[config.mk]
export PLATFORM = sky130hd
export DESIGN_NAME = clock_divider_bank
export DESIGN_NICKNAME = d
export VERILOG_FILES = /design/src/rtl/clock_divider_bank.sv
export SDC_FILE = /design/constraint.sdc
export NUM_CORES = 1
export LEC_CHECK = 0
export CELL_PAD_IN_SITES_DETAIL_PLACEMENT = 0
export CELL_PAD_IN_SITES_GLOBAL_PLACEMENT = 1
export CORE_MARGIN = 1.5
export CORE_UTILIZATION = 35
export DETAILED_ROUTE_END_ITERATION = 7
export GPL_TIMING_DRIVEN = 0
export PLACE_DENSITY = 0.68
export REMOVE_ABC_BUFFERS = 1
export SYNTH_ARGS = -nofsm -noshare
export SYNTH_HDL_FRONTEND = slang
export SYNTH_SLANG_ARGS = --single-unit
[constraint.sdc]
create_clock -name clk_in -period 6.3 [get_ports clk_in]
set_input_delay 0.63 -clock clk_in [delete_from_list [all_inputs] [get_ports clk_in]]
set_output_delay 0.63 -clock clk_in [all_outputs]
set_load 0.01 [all_outputs]
[src/rtl/clock_divider_bank.sv]
// Bank of independent programmable 50%-duty clock dividers with glitch-free stop.
// Optional macro CLKDIV_RISE_TICK_EN adds a registered one-cycle tick on each clk_out rise.
module clock_divider_bank #(
  parameter int CHANNELS = 2,
  parameter int WIDTH    = 8
) (
  input  logic                         clk_in,
  input  logic                         nrst,
  input  logic [CHANNELS-1:0]          en,
  input  logic [CHANNELS*WIDTH-1:0]    scale,
  output logic [CHANNELS-1:0]          clk_out,
  output logic [CHANNELS-1:0]          busy,
  output logic [CHANNELS-1:0]          clk_rise
);

  typedef enum logic [1:0] {
    IDLE  = 2'd0,
    RUN   = 2'd1,
    DRAIN = 2'd2
  } state_t;

  for (genvar i = 0; i < CHANNELS; i++) begin : g_ch
    state_t             state_q, state_d;
    logic [WIDTH-1:0]   cnt_q, cnt_d;
    logic [WIDTH-1:0]   act_q, act_d;
    logic               out_q, out_d;
    logic               toggle;
    logic [WIDTH-1:0]   sc;

    assign sc     = scale[i*WIDTH +: WIDTH];
    assign toggle = (cnt_q == act_q);

    always_ff @(posedge clk_in or negedge nrst) begin
      if (!nrst) begin
        state_q <= IDLE;
        cnt_q   <= '0;
        act_q   <= '0;
        out_q   <= 1'b0;
      end else begin
        state_q <= state_d;
        cnt_q   <= cnt_d;
        act_q   <= act_d;
        out_q   <= out_d;
      end
    end

    always_comb begin
      state_d = state_q;
      cnt_d   = cnt_q;
      act_d   = act_q;
      out_d   = out_q;
      case (state_q)
        IDLE: begin
          out_d = 1'b0;
          cnt_d = '0;
          act_d = sc;
          if (en[i]) state_d = RUN;
        end
        RUN, DRAIN: begin
          if (toggle) begin
            cnt_d = '0;
            out_d = ~out_q;
            // Shadow scale only moves at the end of a period (falling toggle).
            if (out_q) act_d = sc;
          end else begin
            cnt_d = cnt_q + WIDTH'(1);
          end
          if (!en[i]) begin
            // Low phase (or the edge that ends the high phase) stops at once;
            // otherwise finish the high phase in DRAIN.
            if (!out_q || toggle) begin
              state_d = IDLE;
              cnt_d   = '0;
              out_d   = 1'b0;
            end else begin
              state_d = DRAIN;
            end
          end else begin
            state_d = RUN;
          end
        end
        default: begin
          state_d = IDLE;
          cnt_d   = '0;
          out_d   = 1'b0;
        end
      endcase
    end

    assign clk_out[i] = out_q;
    assign busy[i]    = (state_q != IDLE);

`ifdef CLKDIV_RISE_TICK_EN
    logic rise_q;
    always_ff @(posedge clk_in or negedge nrst) begin
      if (!nrst) rise_q <= 1'b0;
      else       rise_q <= out_d & ~out_q;
    end
    assign clk_rise[i] = rise_q;
`else
    assign clk_rise[i] = 1'b0;
`endif
  end

endmodule

# Word-level counts from Yosys, hierarchy flattened
# Index checks and enable logic that the tools add are counted.
# classes
add_sub_neg,2
multipliers,0
n_div,0
n_lt_le_gt_ge,0
eq_ne,12
shift,0
muxes,30
bitwise,2
reduce_logical,14
# ops
operator,count
two-way mux 8 bit,12
case mux 8 bit (2 select lines),2
"adder 8 x 1 -> 8 bit, second input constant",2
== test 8 bit,2
two-way mux 2 bit,6
"!= test 2 bit, second input constant",6
two-way mux 1 bit,8
case mux 2 bit (2 select lines),2
nonzero test 2 bit,4
AND reduction 3 bit,2
"== test 2 x 1 -> 1 bit, second input constant",2
"== test 2 bit, second input constant",2
zero test 2 bit,2
OR reduction 2 bit,2
zero test 1 bit,2
logical OR 1 bit,2
inverter 1 bit,2
# word_totals
reg_bits,38
latch_bits,0
mem_bits_rw,0
mem_bits_ro,0
in_bits,20
out_inout_bits,6
word_cells,68
memories,0

# Logic depth before layout (Yosys ltp)
# logic_depth
ltp_word,5
mapped_depth,9
ltp_nobuf,8

# Worst setup path after synthesis
# OpenSTA, ideal clock, no wires.
# synth_timing
kind,register -> register
start,register g_ch[1].cnt_q[5]
end,register g_ch[1].cnt_q[2]
setup_ns,0.142
arrival_ns,1.938
t_required_ns,6.158
slack_ns,4.220
path_stages_with_launch,9
path_buffers,1
cell_sequence,dfrtp_1 > xor2_1 > nor4_1 > and2_2 > buf_2 > inv_1 > ha_1 > o21ai_1 > nor3_1
# synth_between
elab_chain_cells,5
# synth_rtl
item,line,text
start: declaration,24,"logic [WIDTH-1:0] cnt_q, cnt_d;"
start signal: assignment,41,cnt_q <= cnt_d;
== test 8 bit (*),31,assign toggle = (cnt_q == act_q);
two-way mux 8 bit or logical OR 1 bit (tied branches),"60, 71",
two-way mux 8 bit,71,if (!out_q || toggle) begin
two-way mux 8 bit (*),68,if (!en[i]) begin
two-way mux 8 bit (*),52,case (state_q)
net g_ch[1].cnt_d[2],24,
# Mark *: on every way through the listed nets, which the timed path passes. The rest lies on a longest branch.
# A chain may end at the register's enable or synchronous reset.

# Worst setup path in the final report
# layout_timing
start,register g_ch[1].cnt_q[2]
end,register g_ch[1].cnt_q[6]
# layout_between
elab_chain_cells,5
# layout_rtl
item,line
adder 8 x 1 -> 8 bit or == test 8 bit (tied branches),"66, 31"
two-way mux 8 bit or logical OR 1 bit (tied branches),"60, 71"
two-way mux 8 bit,71
two-way mux 8 bit (*),68
two-way mux 8 bit (*),52
net g_ch[1].cnt_d[6],24
# Marked as above.

==> flow_summary_export.csv <==
group,metric,value,unit
run_status,status,"completed",
critical_path,path_cells,"xor2_1 -> nor4_1 -> and2_2 -> inv_1 -> ha_1 -> o21ai_1 -> nor3_1",
cts,clock_path_buffers,2,
die,design.portCount,26,
route,routedWlPerCell,13.3,um
global_route,grt_pass1_wl,5980,um
timing,worstMarginPinSlew,0.849,ns
final_layout,diodes,0,
placed_design,io_buffers,23,
timing,finalMaxSlewViolations,0,
cts,root_buffer,"clkbuf_8",
die,coreArea,5140,um2
timing,timing.fmax,0.392,GHz
timing,final.period_utilization,0.405,
placed_design,place_hpwl,2520,um
final_layout,syn_to_final_growth,19.5,%
critical_path,cp_num_buf_inv,1,
final_layout,drive_above_1_share,0.144,
die,rows,26,
cts,cts.htree.levels,2,
cts,cts.sinks,38,
hold_path,hold_class,"input pin to async pin",
critical_path,worstSetupStartpointType,"flop",
route,viasPerCell,4.76,
timing,skew,0.00373,ns
final_layout,nets,215,
global_route,antenna_found_initial,0,
synthesis,syn_area,1890,um2
global_route,overflow,0,
final_layout,multi_input_area,866,um2
cts,cts_hold_buf,0,
die,die_h,76.4,um
cts,clock_latency,0.28,ns
power,p_leak,0.995,nW
cts,cts_setup_buffers,0,
final_layout,seq_area,951,um2
timing,fin_tns_setup,0,ns
timing,rsz0062_at_grt,"false",
critical_path,path_delay_family,"simple AND/OR/NAND/NOR gates",
timing,hold_violations,0,
cts,numCtsBuffers,5,
placed_design,gp_congestion,0.734,
die,dieArea,5840,um2
synthesis,ys_seq_area_frac,0.504,
placed_design,pre_cts_ws,3.74,ns
timing,setup_viol,0,
route,routed_wl,3440,um
timing,fin_crit,2.55,ns
flow_run,maxCapViolCount,0,
synthesis,syn-instance-count,162,
die,start_util,0.367,
cts,clk_pin_slew,0.07,ns
critical_path,slowest_stage,"o21ai_1",
final_layout,nFillCells,531,
route,vias,1229,
timing,whs,0.454,ns
synthesis,ys_ff_latch,38,
power,powerDensity,365,nW/um2
route,drc,0,
power,max-vdd-ir-drop,162,uV
critical_path,critPathArrivalTime,2.69,ns
global_route,grt_max_degree,39,
synthesis,yosysWarnings,0,
synthesis,ys_types,27,
global_route,grt_pass1_vias,1315,
route,drtIter0Drc,65,
timing,max-slew-margin-rel,0.434,
synthesis,yosys.area.top_type_share,0.504,
critical_path,crit_path_max_fanout,9,
route,ant_nets,0,
cts,cts_resized,0,
route,first_pass_iters,4,
die,die_x,76.4,um
critical_path,end_kind,"flop",
global_route,track_usage,0.128,
synthesis,synthTopCellsByArea,"dfrtp_1 (50%), xor2_1 (12%), mux2_2 (9.5%), ha_1 (5.3%), nor3_1 (3.7%)",
critical_path,crit_type,"flop to flop",
critical_path,worst_path_largest_cell_delay,0.56,ns
timing,worst_slack,3.75,ns
cts,cts_tree,"done",
critical_path,worstPathRequired,6.44,ns
synthesis,synth_area_per_cell,11.6,um2
synthesis,yosysTopAreaCell,"dfrtp_1",
==> final cells by class <==
type / instances / share of cell area
clock inverters: 1 / 0.00222
flip-flops and latches: 38 / 0.422
multi-input cells: 110 / 0.384
repair buffers: 23 / 0.0999
well taps: 70 / 0.0388
clock buffers: 7 / 0.0383
inverters: 9 / 0.0150
==> power by group <==
| part | internal, mW | switching (mW) |
|---|---|---|
| clock | 0.0883 | 0.0820 |
| combinational | 0.151 | 0.126 |
| sequential | 0.317 | 0.0586 |
==> registers in the layout, summed over array words and instances, names as in the netlist <==
signal / count
g_ch.act_q: 16
g_ch.cnt_q: 16
g_ch.out_q: 2
g_ch.state_q: 4
==> kinds of logic (layout without fill, tap and decap cells) <==
group                    count (synthesis)  in the layout  synth area share
flip-flops                              38             38             0.504
buffers and inverters                   15             40            0.0391
AND/OR/NAND/NOR                         45             45             0.127
XOR/XNOR                                28             28             0.130
adder cells (fa/ha/maj)                  8              8            0.0531
multiplexers                            17             17             0.101
other                                    1              2           0.00199
AO/OA/AOI/OAI                           10             10            0.0444
==> cells in the final DEF, fill, tap and decap left out <==
cell type        Yosys  layout
clkbuf_1             0       1
inv_1                9       9
nand4_1              1       1
o31ai_1              1       1
clkbuf_8             0       6
xnor2_1              3       3
and2_2               1       1
clkdlybuf4s50_1      0      22
nor3b_1              2       2
o21ai_1              2       2
a41oi_2              2       2
a32oi_1              1       1
clkinv_2             0       1
mux2i_1              1       1
a21oi_1              3       3
xor2_1              25      25
nor3_1              14      14
and3_1               4       4
and2_1               2       2
nor4_1               4       4
nand3_1              7       7
and4_1               1       1
buf_2                2       1
a32o_1               1       1
ha_1                 8       8
nand2_1              2       2
conb_1               1       2
mux2_2              16      16
dfrtp_1             38      38
nor2_1               7       7
==> final timing paths <==
kind                                   from            endpoint  slack [ns]  cells after the start
max reg2reg                g_ch[1].cnt_q[2]    g_ch[1].cnt_q[6]        3.75                      7
min reg2reg                g_ch[1].act_q[4]    g_ch[1].act_q[4]        0.54                      1
max                        g_ch[1].cnt_q[2]    g_ch[1].cnt_q[6]        3.75                      7
min                                    nrst    g_ch[1].cnt_q[2]        0.45                      1
min in group clk_in        g_ch[1].act_q[4]    g_ch[1].act_q[4]        0.54                      1
max in group asynchronous              nrst  g_ch[0].state_q[1]        5.31                      1
==> per-stage QoR <==
| step | total power, mW | utilization | instance area, um2 | cells |
|---|---|---|---|---|
| after floorplan | 0.571 | - | 1850 | 157 |
| after detailed placement | 0.664 | 0.421 | 2160 | 250 |
| after global placement | 0.646 | 0.422 | 2170 | 250 |
| final | 0.823 | 0.439 | 2250 | 258 |
| after global routing | 0.885 | 0.439 | 2250 | 258 |
| after CTS | 0.840 | 0.439 | 2250 | 258 |
==> synthesized netlist by cell type (all sizes together) <==
library cell and count:
dfrtp 38, nand4 1, xor2 25, and3 4
a32o 1, inv 9, a41oi 2, nor3 14
nand2 2, and4 1, a32oi 1, xnor2 3
a21oi 3, mux2 16, and2 3, o31ai 1
nand3 7, mux2i 1, ha 8, nor2 7
conb 1, nor3b 2, o21ai 2, buf 6
nor4 4
==> routing by layer <==
metal  wire, um  GRT usage
met1       1630      0.165
met2       1670      0.206
met5          0          0
met3        109     0.0383
met4         29     0.0389
Power figures use the tool's default switching activity.
